[config.mk]
export PLATFORM = sky130hd
export DESIGN_NAME = tick_countdown
export DESIGN_NICKNAME = d
export VERILOG_FILES = /design/src/rtl/tick_countdown_pkg.sv /design/src/rtl/bcd_mmss_dec.sv /design/src/rtl/tick_countdown.sv
export SDC_FILE = /design/constraint.sdc
export NUM_CORES = 1
export LEC_CHECK = 0
export CORE_AREA = 2 2 69 71
export DETAILED_ROUTE_END_ITERATION = 12
export DIE_AREA = 0 0 71 73
export MAX_ROUTING_LAYER = met4
export PLACE_DENSITY = 0.74
export SLEW_MARGIN = 15
export SYNTH_ARGS = -nofsm -noshare
export SYNTH_HDL_FRONTEND = slang
export SYNTH_SLANG_ARGS = --single-unit
[constraint.sdc]
create_clock -name clock -period 2.6 [get_ports clock]
set_input_delay 0.26 -clock clock [delete_from_list [all_inputs] [get_ports clock]]
set_output_delay 0.26 -clock clock [all_outputs]
set_load 0.005 [all_outputs]
[src/rtl/tick_countdown_pkg.sv]
// Shared types and constants for the mm:ss BCD countdown timer.
// Optional low-time warning is enabled by defining TICK_COUNTDOWN_WARN_EN.
package tick_countdown_pkg;

  typedef enum logic [1:0] {
    ST_IDLE  = 2'd0,
    ST_RUN   = 2'd1,
    ST_PAUSE = 2'd2,
    ST_DONE  = 2'd3
  } state_t;

  typedef logic [3:0] bcd_digit_t;

  typedef struct packed {
    bcd_digit_t min_hi;
    bcd_digit_t min_lo;
    bcd_digit_t sec_hi;
    bcd_digit_t sec_lo;
  } mmss_t;

  localparam logic [7:0] SEC_MAX_BCD = 8'h59;
  localparam bcd_digit_t DIGIT_MAX   = 4'h9;
  localparam logic [7:0] WARN_THRESH = 8'h10;

  function automatic bcd_digit_t clamp_digit(input bcd_digit_t d);
    return (d > DIGIT_MAX) ? DIGIT_MAX : d;
  endfunction

  // Digits are clamped first so the seconds range check compares valid BCD.
  function automatic mmss_t clamp_load(input logic [7:0] mm, input logic [7:0] ss);
    mmss_t      r;
    logic [7:0] s;
    r.min_hi = clamp_digit(mm[7:4]);
    r.min_lo = clamp_digit(mm[3:0]);
    s = {clamp_digit(ss[7:4]), clamp_digit(ss[3:0])};
    if (s > SEC_MAX_BCD) s = SEC_MAX_BCD;
    {r.sec_hi, r.sec_lo} = s;
    return r;
  endfunction

endpackage

[src/rtl/bcd_mmss_dec.sv]
// Combinational one-second BCD decrement of mm:ss; saturates at 00:00.
// zero flags that the decremented result is 00:00.
module bcd_mmss_dec
  import tick_countdown_pkg::*;
(
  input  mmss_t cur,
  output mmss_t nxt,
  output logic  zero
);

  always_comb begin
    nxt = cur;
    if (cur.sec_lo != 4'd0) begin
      nxt.sec_lo = cur.sec_lo - 4'd1;
    end else if (cur.sec_hi != 4'd0) begin
      nxt.sec_hi = cur.sec_hi - 4'd1;
      nxt.sec_lo = DIGIT_MAX;
    end else if ({cur.min_hi, cur.min_lo} != 8'h00) begin
      {nxt.sec_hi, nxt.sec_lo} = SEC_MAX_BCD;
      if (cur.min_lo != 4'd0) begin
        nxt.min_lo = cur.min_lo - 4'd1;
      end else begin
        nxt.min_hi = cur.min_hi - 4'd1;
        nxt.min_lo = DIGIT_MAX;
      end
    end
  end

  assign zero = (nxt == '0);

endmodule

[src/rtl/tick_countdown.sv]
// mm:ss BCD countdown timer driven by an external tick strobe with a prescaler.
// Define TICK_COUNTDOWN_WARN_EN to enable the low-time warn output.
module tick_countdown
  import tick_countdown_pkg::*;
#(
  parameter int unsigned TICKS_PER_STEP = 1
) (
  input  logic       clock,
  input  logic       reset,
  input  logic       tick,
  input  logic       load,
  input  logic [7:0] load_min,
  input  logic [7:0] load_sec,
  input  logic       start,
  input  logic       stop,
  output logic [7:0] min_bcd,
  output logic [7:0] sec_bcd,
  output logic       running,
  output logic       done,
  output logic       expired,
  output logic       warn
);

  localparam logic [7:0] PRESC_LAST = 8'(TICKS_PER_STEP - 1);

  state_t     state, state_n;
  mmss_t      count, count_n, count_dec;
  logic       dec_zero;
  logic [7:0] presc, presc_n;
  logic       expired_n;

  bcd_mmss_dec u_dec (
    .cur  (count),
    .nxt  (count_dec),
    .zero (dec_zero)
  );

  // One action per cycle, in priority order load > stop > start > tick.
  // A start that is ignored (RUN) does not block a tick.
  always_comb begin
    state_n   = state;
    count_n   = count;
    presc_n   = presc;
    expired_n = 1'b0;
    if (load) begin
      count_n = clamp_load(load_min, load_sec);
      presc_n = '0;
      state_n = ST_IDLE;
    end else if (stop) begin
      if (state == ST_RUN) state_n = ST_PAUSE;
    end else if (start && state == ST_IDLE) begin
      if (count != '0) state_n = ST_RUN;
    end else if (start && state == ST_PAUSE) begin
      state_n = ST_RUN;
    end else if (tick && state == ST_RUN) begin
      if (presc == PRESC_LAST) begin
        presc_n = '0;
        count_n = count_dec;
        if (dec_zero) begin
          state_n   = ST_DONE;
          expired_n = 1'b1;
        end
      end else begin
        presc_n = presc + 8'd1;
      end
    end
  end

  always_ff @(posedge clock) begin
    if (reset) begin
      state   <= ST_IDLE;
      count   <= '0;
      presc   <= '0;
      running <= 1'b0;
      done    <= 1'b0;
      expired <= 1'b0;
    end else begin
      state   <= state_n;
      count   <= count_n;
      presc   <= presc_n;
      running <= (state_n == ST_RUN);
      done    <= (state_n == ST_DONE);
      expired <= expired_n;
    end
  end

  assign min_bcd = {count.min_hi, count.min_lo};
  assign sec_bcd = {count.sec_hi, count.sec_lo};

`ifdef TICK_COUNTDOWN_WARN_EN
  logic warn_q;
  always_ff @(posedge clock) begin
    if (reset) warn_q <= 1'b0;
    else warn_q <= ((state_n == ST_RUN) || (state_n == ST_PAUSE)) &&
                   ({count_n.min_hi, count_n.min_lo} == 8'h00) &&
                   ({count_n.sec_hi, count_n.sec_lo} <= WARN_THRESH);
  end
  assign warn = warn_q;
`else
  assign warn = 1'b0;
`endif

endmodule
Word level (Yosys, flattened, before mapping)
Index checks and enable logic that the tools add are counted.

word-level totals
  bits in registers = 29
  output and inout port bits = 20
  bits of input ports = 22
  word-level logic and storage cells = 77

cells by class
  add/sub/neg operators = 5
  order comparisons = 5
  mux-type cells = 29
  reductions and logical operators = 17
  eq/ne operators = 7
  bitwise logic cells = 5

operators by type and width
  operator               number
  $mux W16               7
  $mux W8                4
  $mux W4                7
  $mux W2                9
  $gt A4 B4 Y1 const B   4
  $logic_not A16 Y1      1
  $reduce_bool A16 Y1    1
  $sub A4 B1 Y4 const B  4
  $mux W12               1
  $reduce_bool A4 Y1     3
  $add A8 B1 Y8 const B  1
  $gt A8 B7 Y1 const B   1
  $logic_not A8 Y1       1
  $reduce_bool A8 Y1     1
  $reduce_or A7 Y1       1
  $ne A2 B2 Y1 const B   3
  $not A1 Y1             5
  $reduce_and A5 Y1      1
  $eq A2 B1 Y1 const B   2
  $eq A2 B2 Y1 const B   2
  $reduce_and A4 Y1      1
  $reduce_bool A2 Y1     2
  $logic_and A1 B1 Y1    3
  $logic_not A2 Y1       1
  2 further kinds        2

Longest topological paths before layout
  depth after elaboration = 14
  mapped depth = 9
  mapped depth without buffers = 8

Cells and area by module
Synthesis repeated with hierarchy kept, for this count alone.

second synthesis, totals
  cells, all modules = 260
  area, all modules = 2070.7 sq um

by module, submodules not included
  module          cells each  sequential area each (sq um)  instances  area each (sq um)
  tick_countdown  171         580.6                         1          1483.9
  bcd_mmss_dec    89          0.0                           1          586.8

Worst setup path after synthesis
No wires, ideal clock.

  kind = flip-flop to flip-flop
  from = register count (netlist bit sec_bcd[0])
  to = register count (netlist bit min_bcd[2])
  arrival time = 2120 ps
  clock period less this slack = 2248 ps
  path slack = 352 ps
  buffers on the path = 1
  library setup time = 128 ps
  cell stages (with the launch flop) = 10
  cell sequence = dfxtp_1 > inv_1 > ha_1 > nor3b_1 > buf_2 > nand2_1 > nor4_1 > mux2_1 > a22oi_1 > nor2_1

between the ends
  word-level cells in the longest chain between the ends = 8

ends and longest elaborated chain
  what                    RTL line              text
  from (decl)             tick_countdown.sv:27  mmss_t count, count_n, count_dec;
  from (signal assigned)  tick_countdown.sv:79  count <= count_n;
  $reduce_bool A4 Y1      bcd_mmss_dec.sv:13    if (cur.sec_lo != 4'd0) begin
  $mux W12                bcd_mmss_dec.sv:13
  $mux W16                tick_countdown.sv:56  if (presc == PRESC_LAST) begin
  $mux W16                tick_countdown.sv:55  end else if (tick && state == ST_RUN) begin
  $mux W16                tick_countdown.sv:53  end else if (start && state == ST_PAUSE) begin
  $mux W16                tick_countdown.sv:51  end else if (start && state == ST_IDLE) begin
  $mux W16                tick_countdown.sv:49  end else if (stop) begin
  $mux W16                tick_countdown.sv:45  if (load) begin

Every way passes these cells. The select of a mux whose other input is x is not followed.
A chain may end at the register's enable or synchronous reset.

Worst setup path in the final report
  from = register count (netlist bit sec_bcd[4])
  to = register running

between the ends
  word-level cells in the longest chain between the ends = 12
  elaborated cells on any way between the ends = 18

ends and longest elaborated chain
  what                                   RTL line              text
  $sub A4 B1 Y4 (tied with other cells)  bcd_mmss_dec.sv:16    nxt.sec_hi = cur.sec_hi - 4'd1;
  $mux W8                                bcd_mmss_dec.sv:15    end else if (cur.sec_hi != 4'd0) begin
  $mux W12 or $mux W4 (tied branches)    bcd_mmss_dec.sv:13
  $logic_not A16 Y1                      bcd_mmss_dec.sv:29    assign zero = (nxt == '0);
  $mux W2                                tick_countdown.sv:59  if (dec_zero) begin
  $mux W2                                tick_countdown.sv:56
  $mux W2                                tick_countdown.sv:55
  $mux W2                                tick_countdown.sv:53
  $mux W2 *                              tick_countdown.sv:51
  $mux W2 *                              tick_countdown.sv:49
  $mux W2 *                              tick_countdown.sv:45
  $eq A2 B1 Y1 *                         tick_countdown.sv:81  running <= (state_n == ST_RUN);
  to (signal assigned)                   tick_countdown.sv:81
  to (decl)                              tick_countdown.sv:18  output logic running,

Mark *: on every way between the ends. The rest lies on a longest branch, timed or not.

==> results.txt <==
----------------------------------------------------
[Synth]
  Seq/Total Area, Yosys ... 29.8%
  Synthesized cell area ... 1950 µm²
  Leading area contributor after synthesis ... dfxtp_1
  Cells taking the most area after synthesis ... dfxtp_1 (30%), nor2_1 (5.8%), a21oi_1 (4.4%), ha_1 (3.8%), nor3_1 (3.8%)
  Leading cell type by number of instances after synthesis ... nor2_1
  Count of flip-flops with a built-in enable after synthesis ... 0
  Count of unique library cells instantiated by Yosys ... 57
  Main synth FF type ... dfxtp_1
  Post-Syn Nets ... 269
  Number of register bits inferred by synthesis ... 29
  Synthesis warning total ... 0
  Post-Synthesis Mean Instance Area ... 8.09 µm²
  Post-synth top area share ... 29.8%
  Post-synthesis instance total ... 241
  Async set or reset register ratio after synthesis ... 0%
  Most instantiated cells after synthesis ... nor2_1 (30), dfxtp_1 (29), a21oi_1 (17)

[Power]
  Share of total power in sequential cells ... 38.3%
  Clock network fraction of total power ... 39.6%
  Leakage component of the power ... 0.927 nW
  Pwr per Cell Area ... 494 nW/µm²
  Int Power ... 0.913 mW
  Switch Pwr ... 0.355 mW
  Switching fraction of total power ... 28.0%
  Maximum resistive drop on vdd ... 0.000278 V
  Combinational share of power ... 22.1%
  Total power ... 1.27 mW

[GRT]
  Number of antenna violations at the first check in global routing ... 0
  Total GRT Usage ... 21.4%
  Vias in the first global route ... 1945
  Largest net degree at the start of global routing ... 19
  Gr ovfl total ... 0
  First-pass GRT wire length ... 8.71 mm

[Finish]
  Utilization after layout ... 56.6%
  Number of nets in the final layout ... 315
  Share of final-layout standard cells stronger than drive strength 1 ... 13.5%
  Count of inserted antenna diode cells ... 0
  Synthesis-to-finish area growth ... 31.6%

[Timing]
  Number of max-slew violations in the final report ... 0
  Hold_ws ... 525 ps
  Setup repair after global routing missed its margin ... no
  Final Critical Period ... 2410 ps
  Endpoints failing setup ... 0
  Final worst clock skew ... 11.4 ps
  Achievable clock frequency ... 415 MHz
  Final hold viol count ... 0
  Final worst-path cycle share ... 92.7%
  TNS Setup ... 0 ps

[Setup path]
  Kind of cell adding the most delay to the critical path ... simple AND/OR/NAND/NOR gates
  Setup crit start ... sec_bcd[4]
  Cells along the critical path ... inv_1 > ha_1 > or3b_4 > nor4_4 > a311oi_1 > nor3_1 > nand4_1 > nor4bb_1
  Maximum net fanout on the critical path ... 6
  Type of the setup path with the least slack ... reg2reg
  Worst Path Buf+Inv ... 1
  Worst endpoint required time ... 2780 ps
  Type of element capturing the critical path ... flip-flop
  Type of element launching the critical path ... flip-flop
  Beginning of the worst register-to-register path ... sec_bcd[4]
  Critical Path AT ... 2590 ps
  Worst-path cell with the longest stage delay ... or3b_4
  Slowest Stage Delay on Critical Path ... 460 ps

[Die]
  Row count ... 25
  Top-level port count ... 42
  Y dimension of the die ... 73 µm
  Std-Cell Core Area ... 4540 µm²
  Initial Util ... 43.0%
  X dimension of the die ... 71 µm
  Die area ... 5180 µm²

[Run status]
  Outcome ... finished clean

[Placement]
  Detailed-placement wirelength estimate ... 3.67 mm
  # port buffers ... 40
  Gpl congestion ... 0.867

[CTS]
  Sinks on the clock net ... 29
  Clock latency on the worst-skew pair ... 290 ps
  Clock tree from TritonCTS ... done
  Number of CTS-inserted buffers ... 5
  Clk buf depth ... 2
  H-Tree Depth ... 2
  CTS clk-pin slew, worst paths ... 70 ps
  Library cell used as clock root buffer ... clkbuf_8

[Drt]
  Count of vias placed by the detailed router ... 1938
  Post-Route WL ... 5.04 mm
  Remaining number of nets flagged by the antenna check after routing ... 0
  First-pass iteration count of the detailed router ... 4
  Final routed wire length divided by cell count ... 14.7 µm
  DRC violation count after routing ... 0
  Detailed Route Iter0 Violations ... 129
  Via count normalized by instance count ... 5.67

[Min path]
  Min-delay worst type ... reg2reg
  Critical hold path startpoint ... presc[7]

[Run]
  Maxcap violations ... 0

----------------------------------------------------
[per-stage QoR]
| step | setup slack (ps) | cells | cell area (µm²) |
|---|---|---|---|
| final | 190 | 342 | 2570 |
| after global routing | 37.6 | 342 | 2570 |
| after CTS | 81.8 | 342 | 2560 |
| after detailed placement | 97.5 | 334 | 2440 |
| after global placement | 170 | 334 | 2440 |
| after floorplan | 352 | 241 | 1950 |
[worst register-to-register path, delay by kind of cell, from the launching register on]
family	cells	cell delay (ps)
and+or+nand+nor	5	1450
DFF	1	360
adders and majority gates	1	240
AOI/OAI and AO/OA	1	150
buffers and inverters	1	110
[cells by family after synthesis]
kind of cell / synth area share, %
simple gates: 33.2
compound gates: 18.2
flops: 29.8
buf+inv: 5.64
mux: 5.58
xor+xnor: 3.59
fa+ha+maj: 3.85
other cells: 0.192
[cell type report]
class                           count  area (µm²)
Timing Repair Buffer               52         490
Fill cell                         408        1970
Clock inverter                      2        37.5
Sequential cell                    29         581
Clock buffer                        6        82.6
Tap cell                           54        67.6
Inverter                           12        45.0
Multi-Input combinational cell    187        1260
[timing repair]
action                                  4_1_cts  5_1_grt
hold buffers                                  0        0
resized for setup                             0        1
endpoints found under the setup margin        0        4
setup buffers                                 0        0
[power groups by stage]
| stage | clock [mW] | sequential [mW] | combinational [mW] |
|---|---|---|---|
| 6_report | 0.502 | 0.485 | 0.280 |
| 5_1_grt | 0.523 | 0.488 | 0.307 |
| 4_1_cts | 0.509 | 0.484 | 0.278 |
| 3_5_place_dp | 0 | 0.494 | 0.277 |
| 3_3_place_gp | 0 | 0.494 | 0.273 |
| 2_1_floorplan | 0 | 0.488 | 0.174 |
[path summary, 6_finish.rpt]
path / end / slack (ps) / depth (start not counted)
worst max-delay path: running / 190 / 8
worst min-delay path: presc[7] / 520 / 2
worst max register to register: running / 190 / 8
worst min register to register: presc[7] / 520 / 2
[cells in the final DEF, fill, tap and decap left out, drive strengths merged, types with 3 or more instances in the layout]
cell / Yosys / final
mux2i: 3 / 3
nand4: 7 / 7
a311oi: 3 / 3
nor3: 17 / 17
nor4: 7 / 7
dfxtp: 29 / 29
inv: 12 / 12
clkbuf: 7 / 6
o21ai: 8 / 8
a21oi: 17 / 17
buf: 6 / 12
nand2: 16 / 16
and3: 3 / 3
nor2: 30 / 30
nand3: 13 / 13
clkdlybuf4s50: 0 / 40
xor2: 6 / 6
mux2: 7 / 7
nor4b: 3 / 3
nor3b: 4 / 4
or3b: 4 / 4
a22oi: 3 / 3
ha: 6 / 6
[per-layer routing]
layer  wire, µm  vias to the layer above  share of wire [%]  GRT usage [%]
met3        307                        6                6.1           4.42
met4         61                        0                1.2           9.01
met2       2470                       69                 49           35.5
li1           -                      976                  -              -
met5          0                        -                  0              -
met1       2200                      887                 44           25.4
[registers in the layout, summed over array words and instances (netlist names)]
signal   flops
min_bcd      8
presc        8
sec_bcd      8
state        2
done         1
expired      1
running      1
Power figures use the tool's default switching activity.
==> RTL edit 1 (same settings) <==
Re-encode `state_t` (4 states) as Gray code, 2 bits wide.
--- a/src/rtl/tick_countdown_pkg.sv
+++ b/src/rtl/tick_countdown_pkg.sv
@@ -4,8 +4,8 @@
 
   typedef enum logic [1:0] {
-    ST_IDLE  = 2'd0,
-    ST_RUN   = 2'd1,
-    ST_PAUSE = 2'd2,
-    ST_DONE  = 2'd3
+    ST_IDLE  = 2'b00,
+    ST_RUN   = 2'b01,
+    ST_PAUSE = 2'b11,
+    ST_DONE  = 2'b10
   } state_t;
 
Formal check against the unedited RTL: no difference found for any inputs over 4 cycles, from zero or initial values and one cycle with reset high; so few cycles prove little.
==> RTL edit 1 against the unedited design <==
- clock skew fell by 0.0040 ns
- combinational power down 6%
- wire length is 5.9% lower
- sequential share of layout area is 0.53 points higher
- area after synthesis is 4.4% lower
- worst hold slack got worse by 0.0077 ns
- power up 3.9%
- worst setup slack about the same
- final area decreased by 2.3%
- critical endpoint unchanged
- sequential cell count stayed put
- global-route usage is 1.7 points lower
- maximum frequency barely moved
==> RTL edit 1: results (changes against the unedited design) <==
[synth]
synth_common_cells=dfxtp_1, nor2_1, nand2_1
synth_nets=261  ; -3.0%
avgSynthCellArea_um2=8.00  ; -1.1%
synth-seq-area-share_pct=31.1  ; +1.4 points

[status]
outcome=finished, final reports clean

[hold_path]
hp-start=presc[7]$_SDFFE_PP0P_

[finish]
num-multi-input-gates=179  ; -4.3%
fillCellCount=423  ; +3.7%
multi_input_area_share_pct=47.0  ; -2.2 points
utilization_pct=55.3  ; -1.3 points
buffers_excl_clock=53  ; +1.9%
n_sequential_cell=29  ; unchanged
inv_count=13  ; +1
area_share_clock_buf_inv_pct=5.34  ; +0.66 points

[critical_path]
ff2ff_path_depth=7  ; -1
worstReg2RegStart=sec_bcd[0]$_SDFFE_PP0P_
slowest_stage=or4b_4
worstPathArrival_ns=2.56  ; -0.03 ns
r2r_slack_ns=0.19  ; about the same
crit_fanout=6  ; unchanged

[place]
dp_cells=328  ; -1.8%
routabilityCongestion=0.839  ; -3.2%
pre_cts_slack_ns=0.209  ; +0.112 ns
dp_hpwl_mm=3.58  ; -2.2%

[drt]
met1_length_mm=2.18  ; -1.2%
met3RoutedLength_um=247  ; -20%
vias=1904  ; -1.8%
drt_iter0_drc=116  ; -10%
met2_length_mm=2.22  ; -10%

[timing]
hold_slack_ns=0.517  ; -0.00773 ns
finalClockSkew_ns=0.00745  ; -0.00399 ns

[global_route]
first_global_vias=1775  ; -8.7%
grt_max_degree=15  ; -4
met1_usage_pct=23.2  ; -2.2 points

[power]
p_leak_nw=0.916  ; -1.2%
peakVddDrop_v=0.000256  ; -7.9%

-- RTL edit 1: how the worst max path moves through the flow --
| stage | slack (ns) | to | cells past startpoint | startpoint |
|---|---|---|---|---|
| finish | 0.19 | running$_SDFF_PP0_ | 7 | sec_bcd[0]$_SDFFE_PP0P_ |
| global route | 0.04 | running$_SDFF_PP0_ | 7 | sec_bcd[1]$_SDFFE_PP0P_ |
| CTS | 0.19 | running$_SDFF_PP0_ | 7 | sec_bcd[0]$_SDFFE_PP0P_ |
| detailed placement | 0.21 | running$_SDFF_PP0_ | 7 | sec_bcd[0]$_SDFFE_PP0P_ |
| global placement | 0.24 | running$_SDFF_PP0_ | 7 | sec_bcd[0]$_SDFFE_PP0P_ |
| floorplan | 0.22 | running$_SDFF_PP0_ | 7 | sec_bcd[0]$_SDFFE_PP0P_ |
-- RTL edit 1: cells by family after synthesis --
kind of cell             synth area share (%)
AND/OR/NAND/NOR                          30.3
AO/OA/AOI/OAI                            22.6
flip-flops                               31.1
buffers and inverters                    5.91
XOR/XNOR                                 3.76
adder cells (fa/ha/maj)                  4.03
multiplexers                             2.15
other                                   0.201
-- RTL edit 1: power breakdown --
| part | switching (mW) | internal, mW |
|---|---|---|
| logic | 0.127 | 0.137 |
| clock network | 0.184 | 0.381 |
| registers | 0.0276 | 0.461 |
-- RTL edit 1: worst reg2reg max path, stage by stage, from the launching register on --
cell	delay [ns]
dfxtp_1	0.35
inv_1	0.11
ha_1	0.16
or4b_4	0.47
or4_4	0.44
a2111oi_4	0.40
and4_1	0.26
a211oi_1	0.08
-- RTL edit 1: timing repair --
action | in CTS | in global routing
endpoints found under the setup margin | 0 | 1
gates resized for setup | 0 | 1
buffers inserted | 0 | 0
==> RTL edit 2 (same settings) <==
Made on the original files. Add a define of `TICK_COUNTDOWN_WARN_EN`.
--- a/src/rtl/tick_countdown.sv
+++ b/src/rtl/tick_countdown.sv
@@ -1,4 +1,6 @@
 // mm:ss BCD countdown timer driven by an external tick strobe with a prescaler.
 // Define TICK_COUNTDOWN_WARN_EN to enable the low-time warn output.
+`define TICK_COUNTDOWN_WARN_EN
+
 module tick_countdown
   import tick_countdown_pkg::*;
Check against the original RTL: not equivalent (a bounded check fails within 4 cycles, from zero or initial values and one cycle with reset high).
==> RTL edit 2 against the unedited design <==
- the flow now finishes with violations (setup timing)
- worst setup slack got worse by 0.32 ns
- area after synthesis increased by 9.6%
- final area increased by 27%
- combinational power increased by 63%
- worst hold slack improved by 0.014 ns
- via count increased by 26%
- clock skew decreased by 0.0033 ns
- wire length increased by 37%
- power increased by 6.8%
- sequential cell count increased by 1
- non-clock buffer count increased by 55
- clock power decreased by 19%
- largest cell class unchanged
- largest power group is now registers
==> RTL edit 2: results (changes against the unedited design) <==
[drt]
detail_route.vias_per_cell=5.88  ; +3.8%
met1_length_mm=3.02  ; +37%
met2_length_mm=3.38  ; +37%
met3RoutedLength_um=376  ; +22%
postRouteAntennaNets=0  ; unchanged
drt_iter0_drc=210  ; +63%
wire_per_inst_um=16.5  ; +12%
first_pass_iters=4  ; unchanged

[synth]
synth_nets=293  ; +8.9%
async_flop_share_pct=0  ; unchanged
synth-seq-area-share_pct=28.1  ; -1.7 points
synth_common_cells=nor2_1, dfxtp_1, nand2_1
synth_warnings=0  ; unchanged
synth_top_cells_by_area=dfxtp_1, nor2_1, ha_1, nor3_1, nand2_1
synth.distinct_cells=62  ; +8.8%
synthFlopType=dfxtp_1
syn_inst=263  ; +9.1%

[place]
routabilityCongestion=0.928  ; +7.0%
port_buffers=41  ; +2.5%
dp_cells=399  ; +19%
dp_hpwl_mm=4.99  ; +36%
place_area_mm2=0.00300  ; +23%

[cts]
cts.path.max_buffers=2  ; unchanged
insertion_delay_ns=0.29  ; about the same
cts_buffers=5  ; unchanged
cts_resized=6  ; +6
post_cts_buffers=8  ; +8
cts-root-buf=clkbuf_8

[timing]
final-setup-viol-count=2  ; +2
hold_slack_ns=0.538  ; +0.0135 ns
setup_ws_ns=-0.130  ; -0.320 ns
slew_headroom_pct=65.2
finalClockSkew_ns=0.00818  ; -0.00326 ns
finalSetupTns_ns=-0.150  ; -0.150 ns

[critical_path]
crit_path_end_kind=flip-flop
crit_family=simple AND/OR/NAND/NOR gates
worstPathArrival_ns=2.94  ; +0.35 ns
worstReg2RegStart=sec_bcd[4]$_SDFF_PP0_
worstReg2RegEnd=warn$_SDFF_PP0_
ff2ff_path_depth=10  ; +2
crit_type=flip-flop to flip-flop
crit_fanout=5  ; -1
slowest_stage=or3b_4

[global_route]
first_global_vias=2227  ; +14%
grt_max_degree=22  ; +3
grt_pass1_wl_mm=10.5  ; +20%
grtUsageMet3_pct=4.83  ; +0.41 points
met1_usage_pct=32.7  ; +7.2 points
antenna_found_initial=0  ; unchanged
grt_use_met2_pct=45.7  ; +10 points
grt_usage_pct=26.6  ; +5.2 points

[finish]
fillCellCount=352  ; -14%
final-instance-count-excl-fill=416  ; +22%
nets=391  ; +24%
drive_above_1_share_pct=30.4  ; +17 points

[status]
violations=setup timing
outcome=finished with violations

[hold_path]
min_path_type=flip-flop to flip-flop

[power]
peakVddDrop_v=0.000407  ; +46%
p_leak_nw=1.27  ; +37%

## RTL edit 2: kinds of logic after synthesis
group	share of synthesized area, %
AOI/OAI and AO/OA	20.4
DFF	28.1
adders and majority gates	4.68
and+or+nand+nor	36.7
xor gates and xnor gates	3.69
buffers and inverters	6.03
muxes	0.468
## RTL edit 2: area by class of cell
type                       instances  area share [%]
clock inverter                     2           0.385
tap                               54            2.08
multi-input combinational        206            46.8
clock buffer                       6            2.54
sequential                        30            18.5
inverter                          11            1.27
timing repair buffer             107            28.3
## RTL edit 2: per-stage QoR
step | worst slack, ns | power [mW] | util [%]
floorplan | -0.0800 | 0.711 | -
global placement | -0.110 | 0.891 | 66.1
detailed placement | -0.259 | 0.897 | 66.1
CTS | -0.124 | 1.33 | 70.1
global route | -0.235 | 1.41 | 71.7
finish | -0.130 | 1.35 | 71.7
## RTL edit 2: power breakdown
group	total, mW	internal (mW)	switching (mW)
registers	0.489	0.474	0.0147
logic	0.456	0.238	0.218
clock network	0.409	0.213	0.196
total	1.35	0.925	0.429
